--- src/rtl/apu_audio_out.sv ---
// apu_audio_out: AHB-Lite programmed audio engine. Frames pushed into a small
// FIFO are popped once per sample period. Each channel drives a 1-bit pin
// through either a PWM comparator or a first-order sigma-delta modulator.
module apu_audio_out #(
  parameter int N_CHAN     = 2,
  parameter int W_SAMPLE   = 12,
  parameter int FIFO_DEPTH = 8,
  parameter int W_DIV      = 12
) (
  input  logic              clk,
  input  logic              rst_n,
  input  logic [15:0]       ahbls_haddr,
  input  logic              ahbls_hwrite,
  input  logic [1:0]        ahbls_htrans,
  input  logic [2:0]        ahbls_hsize,
  input  logic              ahbls_hready,
  output logic              ahbls_hready_resp,
  output logic              ahbls_hresp,
  input  logic [31:0]       ahbls_hwdata,
  output logic [31:0]       ahbls_hrdata,
  output logic              irq,
  output logic [N_CHAN-1:0] audio_out
);

  localparam int FRAME_W = N_CHAN * W_SAMPLE;
  localparam int PTR_W   = $clog2(FIFO_DEPTH);
  localparam int LVL_W   = PTR_W + 1;
  localparam logic [LVL_W-1:0] LVL_FULL = LVL_W'(FIFO_DEPTH);

  localparam logic [1:0] A_CSR  = 2'd0;
  localparam logic [1:0] A_DIV  = 2'd1;
  localparam logic [1:0] A_FIFO = 2'd2;
  localparam logic [1:0] A_STAT = 2'd3;

  // AHB data-phase registers
  logic [1:0] addr_p1;
  logic       write_p1;
  logic       vld_p1;

  // Control registers
  logic              en;
  logic              mode;
  logic              irq_en;
  logic [3:0]        thresh;
  logic [W_DIV-1:0]  div;

  // Frame FIFO
  logic [FRAME_W-1:0] mem [FIFO_DEPTH];
  logic [PTR_W-1:0]   wptr;
  logic [PTR_W-1:0]   rptr;
  logic [LVL_W-1:0]   level;
  logic [7:0]         level8;
  logic               uf;
  logic               of;

  // Sample-rate divider and modulators
  logic [W_DIV-1:0]    cnt;
  logic                en_q;
  logic [W_SAMPLE-1:0] ramp;
  logic [W_SAMPLE-1:0] cur [N_CHAN];
  logic [W_SAMPLE:0]   acc [N_CHAN];
  logic [W_SAMPLE:0]   sum [N_CHAN];
  logic [N_CHAN-1:0]   out_q;
  logic                irq_q;

  logic wr_p1, rd_p1, wr_csr, wr_div, wr_fifo, wr_stat, flush;
  logic full, empty, tick, pop, push_ok, ovf_set;
  logic unused_bits;

  assign wr_p1   = vld_p1 & write_p1;
  assign rd_p1   = vld_p1 & ~write_p1;
  assign wr_csr  = wr_p1 & (addr_p1 == A_CSR);
  assign wr_div  = wr_p1 & (addr_p1 == A_DIV);
  assign wr_fifo = wr_p1 & (addr_p1 == A_FIFO);
  assign wr_stat = wr_p1 & (addr_p1 == A_STAT);
  assign flush   = wr_csr & ahbls_hwdata[3];

  assign full    = (level == LVL_FULL);
  assign empty   = (level == '0);
  assign level8  = 8'(level);
  // en_q gates the first enabled cycle so the counter loads DIV before ticking
  assign tick    = en & en_q & (cnt == '0);
  assign pop     = tick & ~empty;
  // A pop in the same cycle frees the slot a full-FIFO push needs
  assign push_ok = wr_fifo & (~full | pop);
  assign ovf_set = wr_fifo & full & ~pop;

  assign ahbls_hready_resp = 1'b1;
  assign ahbls_hresp       = 1'b0;
  assign irq               = irq_q;
  assign audio_out         = out_q;
  assign unused_bits       = ^{ahbls_hsize, ahbls_haddr[15:4], ahbls_haddr[1:0], ahbls_hwdata};

  // Address phase -> data phase: capture the transfer when the bus advances
  always_ff @(posedge clk or negedge rst_n) begin
    if (!rst_n) begin
      addr_p1  <= '0;
      write_p1 <= 1'b0;
      vld_p1   <= 1'b0;
    end else if (ahbls_hready) begin
      addr_p1  <= ahbls_haddr[3:2];
      write_p1 <= ahbls_hwrite;
      vld_p1   <= ahbls_htrans[1];
    end
  end

  // CSR and DIV writes land at the end of the data phase
  always_ff @(posedge clk or negedge rst_n) begin
    if (!rst_n) begin
      en     <= 1'b0;
      mode   <= 1'b0;
      irq_en <= 1'b0;
      thresh <= '0;
      div    <= '0;
    end else begin
      if (wr_csr) begin
        en     <= ahbls_hwdata[0];
        mode   <= ahbls_hwdata[1];
        irq_en <= ahbls_hwdata[2];
        thresh <= ahbls_hwdata[11:8];
      end
      if (wr_div) div <= ahbls_hwdata[W_DIV-1:0];
    end
  end

  // FIFO pointers and level; flush overrides any pop in the same cycle
  always_ff @(posedge clk or negedge rst_n) begin
    if (!rst_n) begin
      wptr  <= '0;
      rptr  <= '0;
      level <= '0;
    end else if (flush) begin
      wptr  <= '0;
      rptr  <= '0;
      level <= '0;
    end else begin
      if (pop)     rptr <= rptr + 1'b1;
      if (push_ok) wptr <= wptr + 1'b1;
      case ({push_ok, pop})
        2'b10:   level <= level + 1'b1;
        2'b01:   level <= level - 1'b1;
        default: level <= level;
      endcase
    end
  end

  // FIFO storage holds frame data only, so it carries no reset
  always_ff @(posedge clk) begin
    if (push_ok) mem[wptr] <= ahbls_hwdata[FRAME_W-1:0];
  end

  // Sticky error flags: hardware set wins over a same-cycle W1C
  always_ff @(posedge clk or negedge rst_n) begin
    if (!rst_n) begin
      uf <= 1'b0;
      of <= 1'b0;
    end else begin
      if (tick & empty)                     uf <= 1'b1;
      else if (wr_stat & ahbls_hwdata[10])  uf <= 1'b0;
      if (ovf_set)                          of <= 1'b1;
      else if (wr_stat & ahbls_hwdata[11])  of <= 1'b0;
    end
  end

  // Sample-period down-counter; a new DIV is only picked up at reload
  always_ff @(posedge clk or negedge rst_n) begin
    if (!rst_n) begin
      cnt  <= '0;
      en_q <= 1'b0;
    end else if (!en) begin
      cnt  <= '0;
      en_q <= 1'b0;
    end else begin
      en_q <= 1'b1;
      if (!en_q || cnt == '0) cnt <= div;
      else                    cnt <= cnt - 1'b1;
    end
  end

  // Sigma-delta adder: low bits of the accumulator plus the current sample
  always_comb begin
    for (int n = 0; n < N_CHAN; n++) begin
      sum[n] = {1'b0, acc[n][W_SAMPLE-1:0]} + {1'b0, cur[n]};
    end
  end

  // Modulators: ramp and accumulators run in both modes, output is registered
  always_ff @(posedge clk or negedge rst_n) begin
    if (!rst_n) begin
      ramp  <= '0;
      out_q <= '0;
      for (int n = 0; n < N_CHAN; n++) begin
        cur[n] <= '0;
        acc[n] <= '0;
      end
    end else if (!en) begin
      ramp  <= '0;
      out_q <= '0;
      for (int n = 0; n < N_CHAN; n++) begin
        cur[n] <= '0;
        acc[n] <= '0;
      end
    end else begin
      ramp <= ramp + 1'b1;
      for (int n = 0; n < N_CHAN; n++) begin
        if (pop) cur[n] <= mem[rptr][n*W_SAMPLE +: W_SAMPLE];
        acc[n]   <= sum[n];
        out_q[n] <= mode ? sum[n][W_SAMPLE] : (cur[n] > ramp);
      end
    end
  end

  // Level interrupt, one cycle behind LEVEL
  always_ff @(posedge clk or negedge rst_n) begin
    if (!rst_n) irq_q <= 1'b0;
    else        irq_q <= irq_en & (level8 <= 8'(thresh));
  end

  // Combinational read data during the data phase
  always_comb begin
    ahbls_hrdata = '0;
    if (rd_p1) begin
      case (addr_p1)
        A_CSR:   ahbls_hrdata = {20'd0, thresh, 4'd0, 1'b0, irq_en, mode, en};
        A_DIV:   ahbls_hrdata = 32'(div);
        A_STAT:  ahbls_hrdata = {20'd0, of, uf, empty, full, level8};
        default: ahbls_hrdata = '0;
      endcase
    end
  end

endmodule

--- config.mk ---
export PLATFORM = sky130hd
export DESIGN_NAME = apu_audio_out
export DESIGN_NICKNAME = d
export VERILOG_FILES = /design/src/rtl/apu_audio_out.sv
export SDC_FILE = /design/constraint.sdc
export NUM_CORES = 1
export LEC_CHECK = 0
export CORE_ASPECT_RATIO = 1.1
export CORE_MARGIN = 2
export CORE_UTILIZATION = 47
export CTS_CLUSTER_SIZE = 8
export DETAILED_ROUTE_END_ITERATION = 8
export PLACE_DENSITY_LB_ADDON = 0.05
export SKIP_CTS_REPAIR_TIMING = 1
export SLEW_MARGIN = 20
export SYNTH_ARGS = -nofsm -noshare
export SYNTH_HDL_FRONTEND = slang
export SYNTH_SLANG_ARGS = --single-unit
--- constraint.sdc ---
create_clock -name clk -period 8.5 [get_ports clk]
set_input_delay 0.85 -clock clk [delete_from_list [all_inputs] [get_ports clk]]
set_output_delay 0.85 -clock clk [all_outputs]
set_load 0.1 [all_outputs]
After elaboration in Yosys (flattened, before gate mapping)
Memories as Yosys holds them, arrays and structs flattened.
Cells that the tools add are included.
{"block": "word_totals", "regBits": 111, "mem_bits_rw": 192, "out_inout_bits": 37, "word_cells": 98, "memories": 1}
{"memory": "mem", "depth": 8, "width": 24, "rd": 1, "rd_ports_with_merged_regs": 0, "write_ports": 1, "line_no": "48", "text": "logic [FRAME_W-1:0] mem [FIFO_DEPTH];"}
{"block": "op_classes", "addsub": 8, "magnitude_cmp": 3, "eq_ne": 7, "mux": 25, "bitwise_logic": 22, "reduce_logical": 10}
{"cell": "$mux W12", "n": 6}
{"cell": "$pmux W12 S3", "n": 1}
{"cell": "$add A12 B12 Y13", "n": 2}
{"cell": "$mux W25", "n": 1}
{"cell": "$gt A12 B12 Y1", "n": 2}
{"cell": "$mux W24", "n": 1}
{"cell": "$and A1 B1 Y1", "n": 17}
{"cell": "$add A12 B1 Y12 const B", "n": 1}
{"cell": "$logic_not A12 Y1", "n": 1}
{"cell": "$mux W3", "n": 4}
{"cell": "$sub A12 B1 Y12 const B", "n": 1}
{"cell": "$mux W1", "n": 9}
{"cell": "$pmux W4 S2", "n": 1}
{"cell": "$reduce_bool A2 Y1", "n": 4}
{"cell": "$add A3 B1 Y3 const B", "n": 2}
{"cell": "$eq A2 B2 Y1 const B", "n": 3}
{"cell": "$add A4 B1 Y4 const B", "n": 1}
{"cell": "$eq A2 B1 Y1 const B", "n": 2}
{"cell": "$eq A4 B4 Y1 const B", "n": 1}
{"cell": "$le A4 B4 Y1", "n": 1}
{"cell": "$logic_not A4 Y1", "n": 1}
{"cell": "$mux W4", "n": 1}
{"cell": "$not A1 Y1", "n": 4}
{"cell": "$sub A4 B1 Y4 const B", "n": 1}
{"cell": "7 further kinds", "n": 7}

Longest topological paths before layout
{"block": "depth", "ltp_word": 8, "depth_mapped": 11, "mapped_depth_nobuf": 11}

Worst setup path after synthesis
OpenSTA, ideal clock, no wires.
{"block": "synth_path", "path_kind": "flip-flop to output port", "start": "register addr_p1[0]", "end": "output port ahbls_hrdata[3]", "t_arrival_ns": 3.748, "path_slack_ns": 3.902, "stages_incl_launch_ff": 3, "path_cell_list": "dfrtp_1 -> buf_1 -> nor4bb_1"}
{"block": "synth_via", "elab_chain_cells": 3, "word_cells_on_any_way": 5, "cone_classes": "2 x eq/ne; 2 x mux; 1 x reduce/logical"}
{"element": "from (decl)", "line_no": "36", "text": "logic [1:0] addr_p1;"}
{"element": "from (signal assigned)", "line_no": "101", "text": "addr_p1 <= ahbls_haddr[3:2];"}
{"element": "$eq A2 B2 Y1, or another cell as far along", "line_no": "223", "text": "case (addr_p1)"}
{"element": "$pmux W12 S3 (*)", "line_no": "223"}
{"element": "$mux W12 (*)", "line_no": "222", "text": "if (rd_p1) begin"}
{"element": "to (decl)", "line_no": "20", "text": "output logic [31:0] ahbls_hrdata,"}
Mark *: on every way between the ends. The rest lies on a longest branch, timed or not.

Worst setup path after layout
{"block": "layout_path", "start": "register level[0]", "end": "output port ahbls_hrdata[9]"}
{"block": "layout_via", "elab_chain_cells": 3}
{"element": "from (decl)", "line_no": "51", "text": "logic [LVL_W-1:0] level;"}
{"element": "from (signal assigned)", "line_no": "140", "text": "2'b10: level <= level + 1'b1;"}
{"element": "from (signal assigned)", "line_no": "141", "text": "2'b01: level <= level - 1'b1;"}
{"element": "from (signal assigned)", "line_no": "142", "text": "default: level <= level;"}
{"element": "$logic_not A4 Y1", "line_no": "79", "text": "assign empty = (level == '0);"}
{"element": "$pmux W12 S3", "line_no": "223"}
{"element": "$mux W12", "line_no": "222"}
No other way between the ends.

==> results_dict.tcl <==
set metrics [dict create \
    utilization_pct 54.2 \
    cts_made_buffers 43 \
    setup_viol 0 \
    fp-row-count 66 \
    synth_top_area_share_pct 41.1 \
    grt_usage_pct 19.8 \
    drt_first_pass_iters 6 \
    outcome "complete, no violations" \
    routed_wl_mm 29.6 \
    power.internal_mw 3.09 \
    die_height_um 185 \
    root_buffer "clkbuf_16" \
    ys.flop_type "edfxtp_1" \
    drive_above_1_share_pct 16.5 \
    path_max_fanout 10 \
    drc 0 \
    cap_viol_max_count 0 \
    critical_path.slowest_cell "clkdlybuf4s50_1" \
    gp_congestion 0.812 \
    synth_edf_count 192 \
    syn2layout_area_growth_pct 14.1 \
    place_area_um2 14800 \
    p_comb_share_pct 24.8 \
    layout_setup_ws_ps 4580 \
    finalSetupTns_ps 0 \
    ioPinCount 94 \
    dr_total_vias 7949 \
    start_util_pct 47.5 \
    r2r-end "mem[3][21]" \
    clock_skew_ps 12.3 \
    final-hold-violation-count 0 \
    clock-sinks 303 \
    worstSetupEndpointType "output pin" \
    syn-instance-count 965 \
    clockBufferDepth 3 \
    maxSlewHeadroom_pct 35.0 \
    synth_seq_area_share_pct 61.0 \
    dp_hpwl_mm 18.3 \
    finalCritPeriodShare_pct 46.1 \
    clk_latency_ps 520 \
    grt_max_degree 67 \
    crit_chain "nor4_4 -> a21oi_1 -> nor2_1 -> clkdlybuf4s50_1" \
    critical_path.startpoint_type "flop" \
    antenna_found_initial 1 \
    cp_data_arrival_time_ps 3070 \
    synth_commonest_cells "192 x edfxtp_1, 111 x dfrtp_1, 88 x nor2_1" \
    vias_per_cell 5.59 \
    reg2reg_from "cnt[0]" \
    cts_tree "yes" \
    routedWlPerCell_um 20.8 \
    max_freq_mhz 255 \
    reg2reg_depth 8 \
    worstMarginPinSlew_ps 973 \
    synth_area_per_cell_um2 14.5 \
    synth_most_common_cell "edfxtp_1" \
    clk_pin_slew_ps 50 \
    synth_top_area_cell "edfxtp_1" \
    syn_area_um2 14000 \
    port_buffers 45 \
    dp_cells 1356 \
    peakVddDrop_v 0.000175 \
    core_um2 29500 \
    htreeDepth 2 \
    hold_class "input pin to async pin" \
    die_w_um 169 \
    synth_cell_types 67 \
    slew_violations 0 \
    grt_overflow_total 0 \
    p_sw_share_pct 31.6 \
    nNetsFinal 1145 \
    p_clk_share_pct 33.5 \
    post-route-min-period_ps 3920 \
    synthTopCellsByArea "edfxtp_1 41%, dfrtp_1 20%, mux4_2 7.7%, ha_1 5.2%, mux2i_1 2.6%" \
    die_area_um2 31200 \
    critical_path_class "flop to output pin" \
    seqPwrFrac_pct 41.8 \
    synth-seq-cells 303 \
    p_leak_nw 5.98 \
    critPathRequiredTime_ps 7650 \
    ys_warn_count 0 \
    async_reset_ff_share_pct 36.6 \
    critPathMaxStageDelay_ps 1140 \
    drtIter0Drc 473 \
    stdcell_count 1423 \
    fin_area_um2 16000 \
    ant_nets 0 \
    r2r_slack_ps 5140 \
    dp_slack_ps 5150 \
    p_sw_mw 1.43 \
    grt_pass1_wl_mm 47.1 \
    p_per_area_nw_per_um2 283 \
    grt_pass1_vias 8233 \
    rsz0062_at_grt "false" \
]
[cell families (layout without fill, tap and decap cells)]
| logic type | after synthesis | in the layout | synth area share (%) |
|---|---|---|---|
| flops | 303 | 303 | 61.0 |
| simple gates | 220 | 220 | 8.26 |
| compound gates | 159 | 159 | 8.27 |
| mux | 104 | 104 | 11.9 |
| buf+inv | 88 | 151 | 3.30 |
| fa+ha+maj | 60 | 60 | 5.46 |
| xor+xnor | 29 | 29 | 1.81 |
| other cells | 2 | 23 | 0.0536 |
[worst max-delay path, delay by kind of cell (launching register included)]
family	cells	cell delay, ps
AOI/OAI and AO/OA	1	150
buffers and inverters	1	1140
DFF	1	520
and+or+nand+nor	2	730
[state kept, by name (all words and copies together), names as in the netlist, 2 cells and up]
name / count
mem: 192
level: 4
div: 12
ramp: 12
cnt: 12
audio_out: 2
thresh: 4
acc: 24
cur: 24
addr_p1: 2
wptr: 3
rptr: 3
[cells in the final DEF, fill, tap and decap left out, types with 18 or more instances in the layout]
master,instances
a211oi_2,24
a21oi_1,42
clkbuf_1,20
clkbuf_16,43
clkdlybuf4s50_1,44
conb_1,22
dfrtp_1,109
edfxtp_1,192
ha_1,58
inv_1,24
mux2_2,19
mux2i_1,37
mux4_2,48
nand2_1,25
nand3_1,19
nor2_1,82
o21ai_0,28
xnor2_1,18
[layer usage]
metal  global-route usage (%)  part of all wire [%]  vias to the layer above
met4                     3.93                   1.3                        0
met1                     28.2                    47                     4019
met2                     31.8                    47                      130
li1                         -                     -                     3769
met3                     4.10                   4.6                       31
met5                        0                     0                        -
[how the worst max path moves through the flow]
stage               start               to  slack, ps  cells after the start
2_1_floorplan  addr_p1[0]  ahbls_hrdata[3]       3900                      2
3_3_place_gp     level[0]  ahbls_hrdata[9]       5140                      4
3_5_place_dp     level[0]  ahbls_hrdata[9]       5150                      4
4_1_cts          level[0]  ahbls_hrdata[9]       4580                      4
5_1_grt        addr_p1[0]  ahbls_hrdata[0]       4450                      4
6_report         level[0]  ahbls_hrdata[9]       4580                      4
[final cells by class]
type,count,area (um^2)
inverter,25,93.8
fill,2477,13500
antenna,1,2.50
clock inverter,2,32.5
sequential,303,8550
clock buffer,63,1150
timing repair buffer,61,581
multi-input combinational,594,5110
tap,374,468
[stage by stage]
| stage | power, mW | hold WS, ps |
|---|---|---|
| 2_1_floorplan | 2.72 | 411 |
| 6_report | 4.52 | 337 |
| 3_3_place_gp | 3.03 | 475 |
| 3_5_place_dp | 3.03 | 491 |
| 4_1_cts | 4.57 | 359 |
| 5_1_grt | 4.76 | 375 |
[power groups by stage]
stage               combinational (mW)  sequential, mW  clock [mW]
global placement                  1.08            1.95           0
finish                            1.12            1.89        1.51
floorplan                        0.886            1.84           0
CTS                               1.09            1.92        1.56
detailed placement                1.08            1.95           0
global route                      1.23            1.91        1.62
Power figures use the tool's default switching activity.
